**src/rtl/excitatory_synapse_bank.sv**
```systemverilog
// excitatory_synapse_bank: per-channel weight-length excitation pulses from edge events,
// with a registered active-channel sum and a saturating accepted-event counter.
module excitatory_synapse_bank #(
   parameter int NUM_CH = 4,
   parameter int W_W = 4,
   parameter bit RETRIGGER = 1'b1,
   parameter int EVT_W = 8,
   localparam int SUM_W = $clog2(NUM_CH + 1)
) (
   input  logic                    clk,
   input  logic                    reset_i,
   input  logic                    enable_i,
   input  logic [NUM_CH-1:0]       edge_i,
   input  logic [NUM_CH*W_W-1:0]   weight_i,
   output logic [NUM_CH-1:0]       excited_o,
   output logic [SUM_W-1:0]        excite_sum_o,
   output logic [EVT_W-1:0]        event_cnt_o
);
   localparam int T_W = EVT_W + SUM_W;
   logic [W_W-1:0]    cnt [NUM_CH];
   logic [NUM_CH-1:0] acc;
   logic [SUM_W-1:0]  acc_pop;
   logic [SUM_W-1:0]  exc_pop;
   logic [T_W-1:0]    evt_nxt;
   genvar g;
   generate
      for (g = 0; g < NUM_CH; g++) begin : g_exc
         assign excited_o[g] = |cnt[g];
      end
   endgenerate
   // zero weight disables a channel; without retrigger a busy channel drops edges
   always_comb begin
      acc = '0;
      acc_pop = '0;
      exc_pop = '0;
      for (int k = 0; k < NUM_CH; k++) begin
         acc[k] = edge_i[k] & enable_i & (|weight_i[k*W_W +: W_W]) & (~excited_o[k] | RETRIGGER);
         acc_pop = acc_pop + SUM_W'(acc[k]);
         exc_pop = exc_pop + SUM_W'(excited_o[k]);
      end
      evt_nxt = T_W'(event_cnt_o) + T_W'(acc_pop);
   end
   always_ff @(posedge clk) begin
      if (reset_i) begin
         for (int k = 0; k < NUM_CH; k++) cnt[k] <= '0;
         excite_sum_o <= '0;
         event_cnt_o <= '0;
      end else begin
         for (int k = 0; k < NUM_CH; k++)
            cnt[k] <= acc[k] ? weight_i[k*W_W +: W_W] : (excited_o[k] ? cnt[k] - 1'b1 : cnt[k]);
         excite_sum_o <= exc_pop;
         event_cnt_o <= (|evt_nxt[T_W-1:EVT_W]) ? {EVT_W{1'b1}} : evt_nxt[EVT_W-1:0];
      end
   end
endmodule

```
**config.mk**
```make
export PLATFORM = sky130hd
export DESIGN_NAME = excitatory_synapse_bank
export DESIGN_NICKNAME = d
export VERILOG_FILES = /design/src/rtl/excitatory_synapse_bank.sv
export SDC_FILE = /design/constraint.sdc
export NUM_CORES = 1
export LEC_CHECK = 0
export ABC_AREA = 1
export CORE_MARGIN = 8
export CORE_UTILIZATION = 54
export CTS_CLUSTER_SIZE = 8
export DETAILED_ROUTE_END_ITERATION = 12
export PLACE_DENSITY = 0.93
export SLEW_MARGIN = 20
export SYNTH_ARGS = -nofsm -noshare
export SYNTH_HDL_FRONTEND = slang
export SYNTH_SLANG_ARGS = --single-unit
```
**constraint.sdc**
```tcl
create_clock -name clk -period 5 [get_ports clk]
set_input_delay 1 -clock clk [delete_from_list [all_inputs] [get_ports clk]]
set_output_delay 1 -clock clk [all_outputs]
set_load 0.02 [all_outputs]
```
==> flow_summary.toml <==
[run_status]
status = "completed"

[grt]
grt_max_degree = 20
grt_pass1_vias = 1522
grt.total_usage_pct = 15.49
grt_pass1_wl_um = 6396
grt_overflow = 0
grt_antenna_before_repair = 0

[timing]
setup-tns-final_ns = 0
fmax_mhz = 293.0
finalHoldViolations = 0
slew_headroom_pct = 77.79
finalSetupViolCount = 0
finClkSkew_ns = 0.002011
final.min_clock_period_ns = 3.413
finalCritPeriodShare_pct = 68.26
whs_ns = 0.5421
worst_pin_slew_ns = 0.3326
rsz0062_at_grt = "false"
slew_violations = 0
setup_slack_ns = 1.587

[setup_path]
r2r_end = "event_cnt_o[3]"
crit_type = "in -> reg"
rrSetupSlack_ns = 2.74
crit-reg2reg-launch = "event_cnt_o[0]"
path_delay_family = "buffers and inverters"
worstPathRequired_ns = 5.30
crit_start = "enable_i"
critPathBufInv = 8
crit_chain = "clkdlybuf4s50_1, nand2_1, inv_1, nand2_2, xor2_1, inv_1, ha_1, inv_1, fa_1, inv_1, fa_1, inv_1, nor2_2, nand2_2, clkinv_2, nand2_2, nand3_1, nand2_1, inv_1"
path_depth = 19
arrival_ns = 3.71
critPathMaxFanout = 9
path_common_cell = "inv_1"
start_kind = "primary input"
r2r_cells = 15
crit_path_max_incr_delay_ns = 0.62
endpoint_kind = "register"
crit_path_top_delay_cell = "clkdlybuf4s50_1"

[cts]
cts.sinks = 27
post_cts_resized = 0
cts_made_buffers = 3
hold_buffers = 0
clk_latency_ns = 0.34
ctsHtreeMaxLevel = 1
cts.clk_slew.worst_paths_ns = 0.15
cts_tree = "yes"
clockRootBuffer = "clkbuf_4"
post_cts_buffers = 0
cts_buffer_depth = 2

[finish]
layout-drive-gt1-share_pct = 5.654
final_nets = 320
nFillCells = 255
finalNonFillerCells = 316
most-common-layout-cells = "49 x nand2_1, 44 x inv_1, 37 x clkdlybuf4s50_1, 33 x nor2_1, 27 x dfxtp_1"
fin_util_pct = 69.21
final_common_cell = "nand2_1"
area_delta_synth_final_pct = 24.89
antenna_cells = 0

[flow_run]
cap_violations = 0

[placement]
dp_hpwl_um = 3062
place_congestion = 0.8582
dpl.cell_count = 312
dp_slack_ns = 1.253
numPortBuffers = 37

[die]
die_height_um = 71.51
die_x_um = 71.51
initial_core_util_pct = 55.42
core-area_mm2 = 0.003003
core.rowCount = 20
io_pins = 38
die-area_mm2 = 0.005114

[detailed_routing]
viasPerCell = 5.047
drc = 0
vias = 1595
drt-initial-drc-count = 79
first_pass_iters = 5
routed_wl_um = 3841
wl_per_cell_um = 12.16
drtAntennaViolNets = 0

[synth]
synthCells = 245
yosysWarnings = 0
avgSynthCellArea_um2 = 6.792
ys_seq_area_share_pct = 32.48
synthesis.nets = 281
synth_cell_types = 22
syn_area_mm2 = 0.001664
ys_ff_latch = 27

[power_and_ir_drop]
p_per_area_mw_per_mm2 = 586.9
p_leak_nw = 1.013
ir_worst_vdd_mv = 0.3357

[hold_path]
holdCritStartpoint = "cnt[3][3]"
whs_endpoint = "cnt[3][3]"
holdCritPathClass = "reg -> reg"
whs_path_depth = 2
-- worst max path at each step --
| stage | end |
|---|---|
| 6_report | event_cnt_o[3] |
| 5_1_grt | event_cnt_o[3] |
| 4_1_cts | event_cnt_o[3] |
| 3_5_place_dp | event_cnt_o[3] |
| 3_3_place_gp | event_cnt_o[3] |
| 2_1_floorplan | event_cnt_o[3] |
-- logic make-up (layout without fill, tap and decap cells) --
kind of cell,after synthesis,in the layout,synth area share [%]
AO/OA/AOI/OAI,31,31,9.624
XOR/XNOR,10,10,5.263
AND/OR/NAND/NOR,114,114,29.40
adder cells (fa/ha/maj),13,13,11.13
buffers and inverters,50,88,12.11
flip-flops,27,27,32.48
-- worst reg2reg max path, delay by kind of cell, from the launching register on --
kind / cells / cell delay, ns
AND/OR/NAND/NOR: 5 / 0.40
flip-flops: 1 / 0.42
adder cells (fa/ha/maj): 3 / 0.84
buffers and inverters: 6 / 0.41
XOR/XNOR: 1 / 0.16
-- state kept, by name, summed over array words and instances (netlist names) --
| register | cells |
|---|---|
| cnt | 16 |
| event_cnt_o | 8 |
| excite_sum_o | 3 |
-- report_power, final --
| part | total (mW) | internal (mW) | switching, mW |
|---|---|---|---|
| clock | 0.0996 | 0.0314 | 0.0682 |
| combinational | 0.772 | 0.337 | 0.435 |
| sequential | 0.348 | 0.299 | 0.0489 |
-- area by class of cell --
class                   instances  area (um^2)  share of cell area [%]
multi-input cells             168        922.1                   44.37
clock buffers                   4        26.28                   1.264
inverters                      47        177.7                   8.549
well taps                      33        41.29                   1.987
repair buffers                 37        370.4                   17.82
flip-flops and latches         27        540.5                   26.01
-- synthesized netlist by cell type --
master	n	area, um^2
nand2_1	49	183.9
a21oi_1	17	85.08
a31o_2	1	8.760
ha_1	10	125.1
nand2_4	1	11.26
buf_2	1	5.000
a31oi_1	1	6.260
buf_4	1	7.510
inv_2	2	7.510
dfxtp_1	27	540.5
buf_6	1	11.26
fa_1	3	60.06
nand3_1	21	105.1
nor2_1	33	123.9
xor2_1	5	43.79
clkinv_2	1	5.000
nand2_2	6	37.54
xnor2_1	5	43.79
nor2_2	2	12.51
o21ai_0	12	60.06
inv_1	44	165.2
nand3b_1	2	15.01
-- per-stage QoR --
| step | total power [mW] | area (um^2) |
|---|---|---|
| final | 1.220 | 2078 |
| after global routing | 1.355 | 2078 |
| after CTS | 1.226 | 2078 |
| after detailed placement | 1.125 | 2052 |
| after global placement | 1.093 | 2052 |
| after floorplan | 0.9034 | 1664 |
-- layer usage --
layer / vias to the layer above / global-route usage [%] / part of all wire, %
li1: 829 / - / -
met1: 713 / 17.06 / 43
met2: 44 / 26.33 / 48
met3: 9 / 3.208 / 5.6
met4: 0 / 10.20 / 3.3
met5: - / 0 / 0
No activity file was read; power rests on OpenSTA's default activity.
